==> config.mk <==
export PLATFORM = sky130hd
export DESIGN_NAME = muldiv_ctrl
export DESIGN_NICKNAME = d
export VERILOG_FILES = /design/src/rtl/muldiv_ctrl_pkg.sv /design/src/rtl/muldiv_ctrl_div_iter.sv /design/src/rtl/muldiv_ctrl.sv
export SDC_FILE = /design/constraint.sdc
export NUM_CORES = 2
export LEC_CHECK = 0
export ABC_AREA = 0
export CAP_MARGIN = 10
export CORE_UTILIZATION = 35
export CTS_CLUSTER_SIZE = 24
export DETAILED_ROUTE_END_ITERATION = 6
export DONT_BUFFER_PORTS = 1
export PLACE_DENSITY = 0.55
export SETUP_SLACK_MARGIN = 0.3
export SYNTH_ARGS = -nofsm -noshare
export SYNTH_HDL_FRONTEND = slang
export SYNTH_SLANG_ARGS = --single-unit
==> constraint.sdc <==
create_clock -name clk -period 18.3 [get_ports clk]
set_input_delay 4.575 -clock clk [delete_from_list [all_inputs] [get_ports clk]]
set_output_delay 4.575 -clock clk [all_outputs]
set_load 0.005 [all_outputs]
==> src/rtl/muldiv_ctrl_pkg.sv <==
// common: shared HI/LO write-request and mul/div operation types, FSM states, divider constants
package common;

    localparam int DIV_ITERS = 32;

    typedef enum logic [3:0] {
        MULT, MULTU, DIV, DIVU, MTHI, MTLO, MADD, MADDU, MSUB, MSUBU
    } muldiv_op_t;

    typedef struct packed {
        logic        valid;
        logic [31:0] data;
    } hilo_write_req;

    typedef enum logic [1:0] {S_IDLE, S_MUL, S_DIV, S_DONE} muldiv_state_t;

    function automatic logic op_signed(muldiv_op_t op);
        return op inside {MULT, DIV, MADD, MSUB};
    endfunction

    function automatic logic op_is_mul(muldiv_op_t op);
        return op inside {MULT, MULTU};
    endfunction

    function automatic logic op_is_div(muldiv_op_t op);
        return op inside {DIV, DIVU};
    endfunction

    function automatic logic op_is_acc(muldiv_op_t op);
        return op inside {MADD, MADDU, MSUB, MSUBU};
    endfunction

endpackage

==> src/rtl/muldiv_ctrl_div_iter.sv <==
// div_iter: unsigned restoring divider, one quotient bit per cycle, DIV_ITERS iterations
module div_iter
    import common::*;
(
    input  logic        clk,
    input  logic        reset,
    input  logic        start,
    input  logic        abort,
    input  logic [31:0] dividend,
    input  logic [31:0] divisor,
    output logic [31:0] quotient,
    output logic [31:0] remainder,
    output logic        done
);

    logic [31:0] dvs;
    logic [5:0]  cnt;
    logic [32:0] shifted;
    logic [32:0] diff;

    assign shifted = {remainder, quotient[31]};
    assign diff    = shifted - {1'b0, dvs};
    assign done    = cnt == 6'd1;

    // load on start, then one shift/trial-subtract step per cycle until the count runs out
    always_ff @(posedge clk) begin
        if (reset) begin
            quotient  <= '0;
            remainder <= '0;
            dvs       <= '0;
            cnt       <= '0;
        end else if (abort) begin
            cnt <= '0;
        end else if (start) begin
            quotient  <= dividend;
            remainder <= '0;
            dvs       <= divisor;
            cnt       <= 6'(DIV_ITERS);
        end else if (cnt != '0) begin
            remainder <= diff[32] ? shifted[31:0] : diff[31:0];
            quotient  <= {quotient[30:0], !diff[32]};
            cnt       <= cnt - 6'd1;
        end
    end

endmodule

==> src/rtl/muldiv_ctrl.sv <==
// muldiv_ctrl: HI/LO multiply/divide sequencer; MADD/MSUB accumulate enabled by MULDIV_MADD_EN
module muldiv_ctrl
    import common::*;
#(
    parameter int MUL_CYCLES = 3
) (
    input  logic          clk,
    input  logic          reset,
    input  logic          req_valid,
    output logic          req_ready,
    input  muldiv_op_t    req_op,
    input  logic [31:0]   src_a,
    input  logic [31:0]   src_b,
    input  logic [31:0]   hi_in,
    input  logic [31:0]   lo_in,
    input  logic          flush,
    output logic          busy,
    output hilo_write_req hi_req,
    output hilo_write_req lo_req
);

    muldiv_state_t state, next_state, entry_state;
    muldiv_op_t    op_q;
    logic [31:0]   a_q, b_q;
    logic [2:0]    cnt;
    logic          accept, div_done, fire, wr_hi, wr_lo;
    logic [31:0]   a_mag, b_mag, quo, rem, q_fix, r_fix;
    logic [63:0]   ext_a, ext_b, product, div_res, acc_res, result;

`ifdef MULDIV_MADD_EN
    localparam bit MADD_EN = 1'b1;
    logic [31:0] hi_q, lo_q;

    // capture the HI/LO accumulator base at acceptance
    always_ff @(posedge clk) begin
        if (reset) begin
            hi_q <= '0;
            lo_q <= '0;
        end else if (accept) begin
            hi_q <= hi_in;
            lo_q <= lo_in;
        end
    end

    assign acc_res = (op_q == MSUB || op_q == MSUBU) ? {hi_q, lo_q} - product : {hi_q, lo_q} + product;
`else
    localparam bit MADD_EN = 1'b0;
    logic unused_acc;

    assign unused_acc = ^{hi_in, lo_in};
    assign acc_res    = '0;
`endif

    assign req_ready   = state == S_IDLE && !flush && !reset;
    assign busy        = state != S_IDLE && !reset;
    assign accept      = req_valid && req_ready;
    assign entry_state = (op_is_mul(req_op) || (MADD_EN && op_is_acc(req_op))) ? ((MUL_CYCLES == 1) ? S_DONE : S_MUL)
                       : op_is_div(req_op) ? S_DIV : S_DONE;

    // state register
    always_ff @(posedge clk) begin
        if (reset) state <= S_IDLE;
        else       state <= next_state;
    end

    // next-state logic; flush always returns to idle
    always_comb begin
        next_state = state;
        case (state)
            S_IDLE:  next_state = accept ? entry_state : S_IDLE;
            S_MUL:   next_state = (cnt <= 3'd1) ? S_DONE : S_MUL;
            S_DIV:   next_state = div_done ? S_DONE : S_DIV;
            default: next_state = S_IDLE;
        endcase
        if (flush) next_state = S_IDLE;
    end

    // latch the operation at acceptance and count down the multiply latency
    always_ff @(posedge clk) begin
        if (reset) begin
            op_q <= MULT;
            a_q  <= '0;
            b_q  <= '0;
            cnt  <= '0;
        end else if (accept) begin
            op_q <= req_op;
            a_q  <= src_a;
            b_q  <= src_b;
            cnt  <= 3'(MUL_CYCLES - 1);
        end else if (state == S_MUL && cnt != '0) begin
            cnt <= cnt - 3'd1;
        end
    end

    assign ext_a   = op_signed(op_q) ? {{32{a_q[31]}}, a_q} : {32'b0, a_q};
    assign ext_b   = op_signed(op_q) ? {{32{b_q[31]}}, b_q} : {32'b0, b_q};
    assign product = ext_a * ext_b;

    assign a_mag = (op_signed(req_op) && src_a[31]) ? -src_a : src_a;
    assign b_mag = (op_signed(req_op) && src_b[31]) ? -src_b : src_b;

    div_iter u_div (
        .clk       (clk),
        .reset     (reset),
        .start     (accept && op_is_div(req_op)),
        .abort     (flush),
        .dividend  (a_mag),
        .divisor   (b_mag),
        .quotient  (quo),
        .remainder (rem),
        .done      (div_done)
    );

    assign q_fix   = (op_q == DIV && (a_q[31] ^ b_q[31])) ? -quo : quo;
    assign r_fix   = (op_q == DIV && a_q[31]) ? -rem : rem;
    assign div_res = (b_q == '0) ? {a_q, 32'hFFFF_FFFF} : {r_fix, q_fix};

    // per-operation result and which halves get written
    always_comb begin
        result = acc_res;
        wr_hi  = MADD_EN;
        wr_lo  = MADD_EN;
        case (op_q)
            MTHI:        begin result = {a_q, 32'b0}; wr_hi = 1'b1; wr_lo = 1'b0; end
            MTLO:        begin result = {32'b0, a_q}; wr_hi = 1'b0; wr_lo = 1'b1; end
            MULT, MULTU: begin result = product;      wr_hi = 1'b1; wr_lo = 1'b1; end
            DIV, DIVU:   begin result = div_res;      wr_hi = 1'b1; wr_lo = 1'b1; end
            default:     ;
        endcase
    end

    // write requests fire only in DONE, suppressed by flush or reset
    always_comb begin
        fire         = state == S_DONE && !flush && !reset;
        hi_req.valid = fire && wr_hi;
        hi_req.data  = result[63:32];
        lo_req.valid = fire && wr_lo;
        lo_req.data  = result[31:0];
    end

endmodule

==> impl_metrics.env <==
export IMPL_status="completed"
export IMPL_wl_um=186900
export IMPL_grt_pass1_vias=47621
export IMPL_die_h_um=413.8
export IMPL_finalSetupTns_ns=0
export IMPL_cts_hold_buf=0
export IMPL_ant_nets=0
export IMPL_fmax_mhz=57.54
export IMPL_setup_ws_ns=0.9194
export IMPL_synth_enable_flop_cells=0
export IMPL_via_per_inst=5.085
export IMPL_r2r_cells=16
export IMPL_sw_frac_of_total_pct=51.98
export IMPL_cts_resized=0
export IMPL_cts_tree="done"
export IMPL_drtIter0Drc=3220
export IMPL_clkTransAtPathRegs_ns=0.08
export IMPL_power_density_nw_per_um2=45.15
export IMPL_ir_drop_v=0.0003273
export IMPL_slew_viol_final=0
export IMPL_r2r_slack_ns=14.03
export IMPL_clk_latency_ns=0.46
export IMPL_holdPathStages=2
export IMPL_cts_setup_buffers=0
export IMPL_p_clk_share_pct=12.8
export IMPL_ys_ff_latch=175
export IMPL_finClkSkew_ns=0.01410
export IMPL_crit_top_cell="fa_1"
export IMPL_dpl_hpwl_um=153900
export IMPL_setup_viol=0
export IMPL_dp_slack_ns=1.503
export IMPL_seqPwrFrac_pct=18.2
export IMPL_num_vias=44457
export IMPL_io_buffer_count=0
export IMPL_yosys_cell_types_count=78
export IMPL_hold_violations=0
export IMPL_crit_slowest_cell="fa_1"
export IMPL_crit_path_start_kind="register"
export IMPL_async_flop_share_pct=0
export IMPL_die_x_um=413.8
export IMPL_worstSetupEndpointType="output port"
export IMPL_wl_per_cell_um=21.38
export IMPL_cts_root_buf="clkbuf_16"
export IMPL_worst_hold_startpoint="b_q[19]$_SDFFE_PP0P_"
export IMPL_start_util_pct=35.38
export IMPL_mostFrequentLayoutCell="inv_1"
export IMPL_final_layout_size_suffix_gt1_share_pct=3.013
export IMPL_hold_class="register to register"
export IMPL_htreeDepth=4
export IMPL_cts_buffers=17
export IMPL_cp_arrival_ns=12.81
export IMPL_design_power_total_mw=2.803
export IMPL_required_ns=13.73
export IMPL_reg2reg_from="u_div.quotient[31]$_SDFFE_PP0P_"
export IMPL_antenna_found_initial=5
export IMPL_slowest_delay_ns=0.91
export IMPL_ys_flop_type="dfxtp_1"
export IMPL_rsz0062_at_grt="no"
export IMPL_intPower_mw=1.346
export IMPL_layout_common_cells="inv_1 (1638), fa_1 (1420), nand2_1 (1025)"
export IMPL_grt_total_usage_pct=22.69
export IMPL_cts_max_path_buffers=2
export IMPL_cp_max_fo=21
export IMPL_min_period_ns=17.38
export IMPL_ys_warn_count=0
export IMPL_cts_sinks=175
export IMPL_syn_to_final_growth_pct=4.578
export IMPL_ios=204
export IMPL_crit_type="register to output port"
export IMPL_antenna_cells=0
export IMPL_max_cap_violations=0
export IMPL_slew_headroom_pct=15.53
export IMPL_fin_nets=8432
export IMPL_synthCells=6789
export IMPL_coreArea_um2=167800
export IMPL_fp_dieArea_um2=171300
export IMPL_timing_final_crit_share_pct=94.98
export IMPL_syn_nets=8695
export IMPL_rows=150
export IMPL_syn_area_per_cell_um2=8.743
export IMPL_startpoint="op_q[1]$_SDFFE_PP0P_"
export IMPL_grt_pass1_wl_um=294800
export IMPL_post_route_drc_count=0
export IMPL_worstMarginPinSlew_ns=1.257
export IMPL_grt_overflow_total=0
export IMPL_p_leak_nw=31.19
export IMPL_netlist_area_um2=59360
export IMPL_p_comb_share_pct=69.1
export IMPL_p_sw_mw=1.457
export IMPL_gp_congestion=0.9276
export IMPL_synth_seq_area_share_pct=5.902
export IMPL_grt_max_degree=144
export IMPL_firstDrtPassIters=6
[state kept, by name (all words and copies together) (netlist names)]
signal,count
a_q,32
b_q,32
u_div.dvs,32
u_div.quotient,32
u_div.remainder,32
u_div.cnt,6
op_q,4
cnt,3
state,2
[logic make-up (layout without fill, tap and decap cells)]
kind of cell    Yosys count  after routing  synth area share (%)
buf+inv                2021           1771                 12.83
simple gates           1773           1773                 13.54
fa+ha+maj              1773           1773                 55.32
flops                   175            175                 5.902
xor+xnor                263            263                 3.881
compound gates          763            763                 8.172
mux                      21             21                0.3562
[worst paths after layout]
kind	endpoint
max	hi_req[31]
min	b_q[19]$_SDFFE_PP0P_
max reg2reg	u_div.remainder[29]$_SDFFE_PP0P_
min reg2reg	b_q[19]$_SDFFE_PP0P_
[cell usage after synthesis, drive strengths merged (25+ instances only)]
| cell type | instances | share of area, % |
|---|---|---|
| clkbuf | 358 | 2.3 |
| ha | 350 | 7.4 |
| a211oi | 55 | 0.70 |
| and2 | 341 | 3.6 |
| nand2 | 1027 | 6.5 |
| nor3 | 39 | 0.33 |
| xnor2 | 151 | 2.2 |
| xor2 | 112 | 1.7 |
| a21o | 57 | 0.72 |
| inv | 1638 | 10 |
| fa | 1420 | 48 |
| nor2 | 188 | 1.2 |
| a31oi | 27 | 0.31 |
| dfxtp | 175 | 5.9 |
| a21oi | 281 | 2.4 |
| buf | 25 | 0.21 |
| and3 | 38 | 0.40 |
| o21ai | 145 | 1.2 |
[layer usage]
layer / part of all wire [%] / up-vias / global-route usage (%) / routed length [um]
li1: - / 19642 / - / -
met5: 0 / - / 0 / 0
met3: 5.0 / 254 / 1.887 / 9397
met1: 43 / 23252 / 31.13 / 80850
met4: 4.0 / 0 / 7.511 / 7457
met2: 48 / 1309 / 37.74 / 89190
[critical path: cells and delay by family, from the launching register on]
family	cells	cell delay (ns)
simple gates	4	0.76
compound gates	10	3.53
buf+inv	7	1.31
fa+ha+maj	11	5.96
xor+xnor	1	0.22
flops	1	0.53
[power by group through the flow]
stage	logic (mW)	registers [mW]	clock network, mW
finish	1.94	0.510	0.357
CTS	1.94	0.509	0.358
global route	2.13	0.516	0.376
detailed placement	1.92	0.518	0
floorplan	1.54	0.471	0
global placement	1.90	0.517	0
[cell type report]
cell class / count / area [um2]
multi-input combinational: 4593 / 48310
clock buffer: 18 / 439.2
sequential: 175 / 3541
tap: 2204 / 2758
fill: 17280 / 105700
clock inverter: 14 / 106.4
inverter: 1638 / 6148
timing repair buffer: 101 / 778.2
[per-stage QoR]
step	utilization (%)	hold slack, ns	cell area [um2]	cells
6_report	37.00	0.4583	62080	8743
5_1_grt	37.00	0.4839	62080	8743
4_1_cts	36.98	0.4505	62050	8742
3_5_place_dp	36.66	0.4396	61500	8710
3_3_place_gp	36.66	0.4387	61500	8710
2_1_floorplan	-	0.4319	59360	6789
Note: power is estimated with default switching activity, not from simulation.
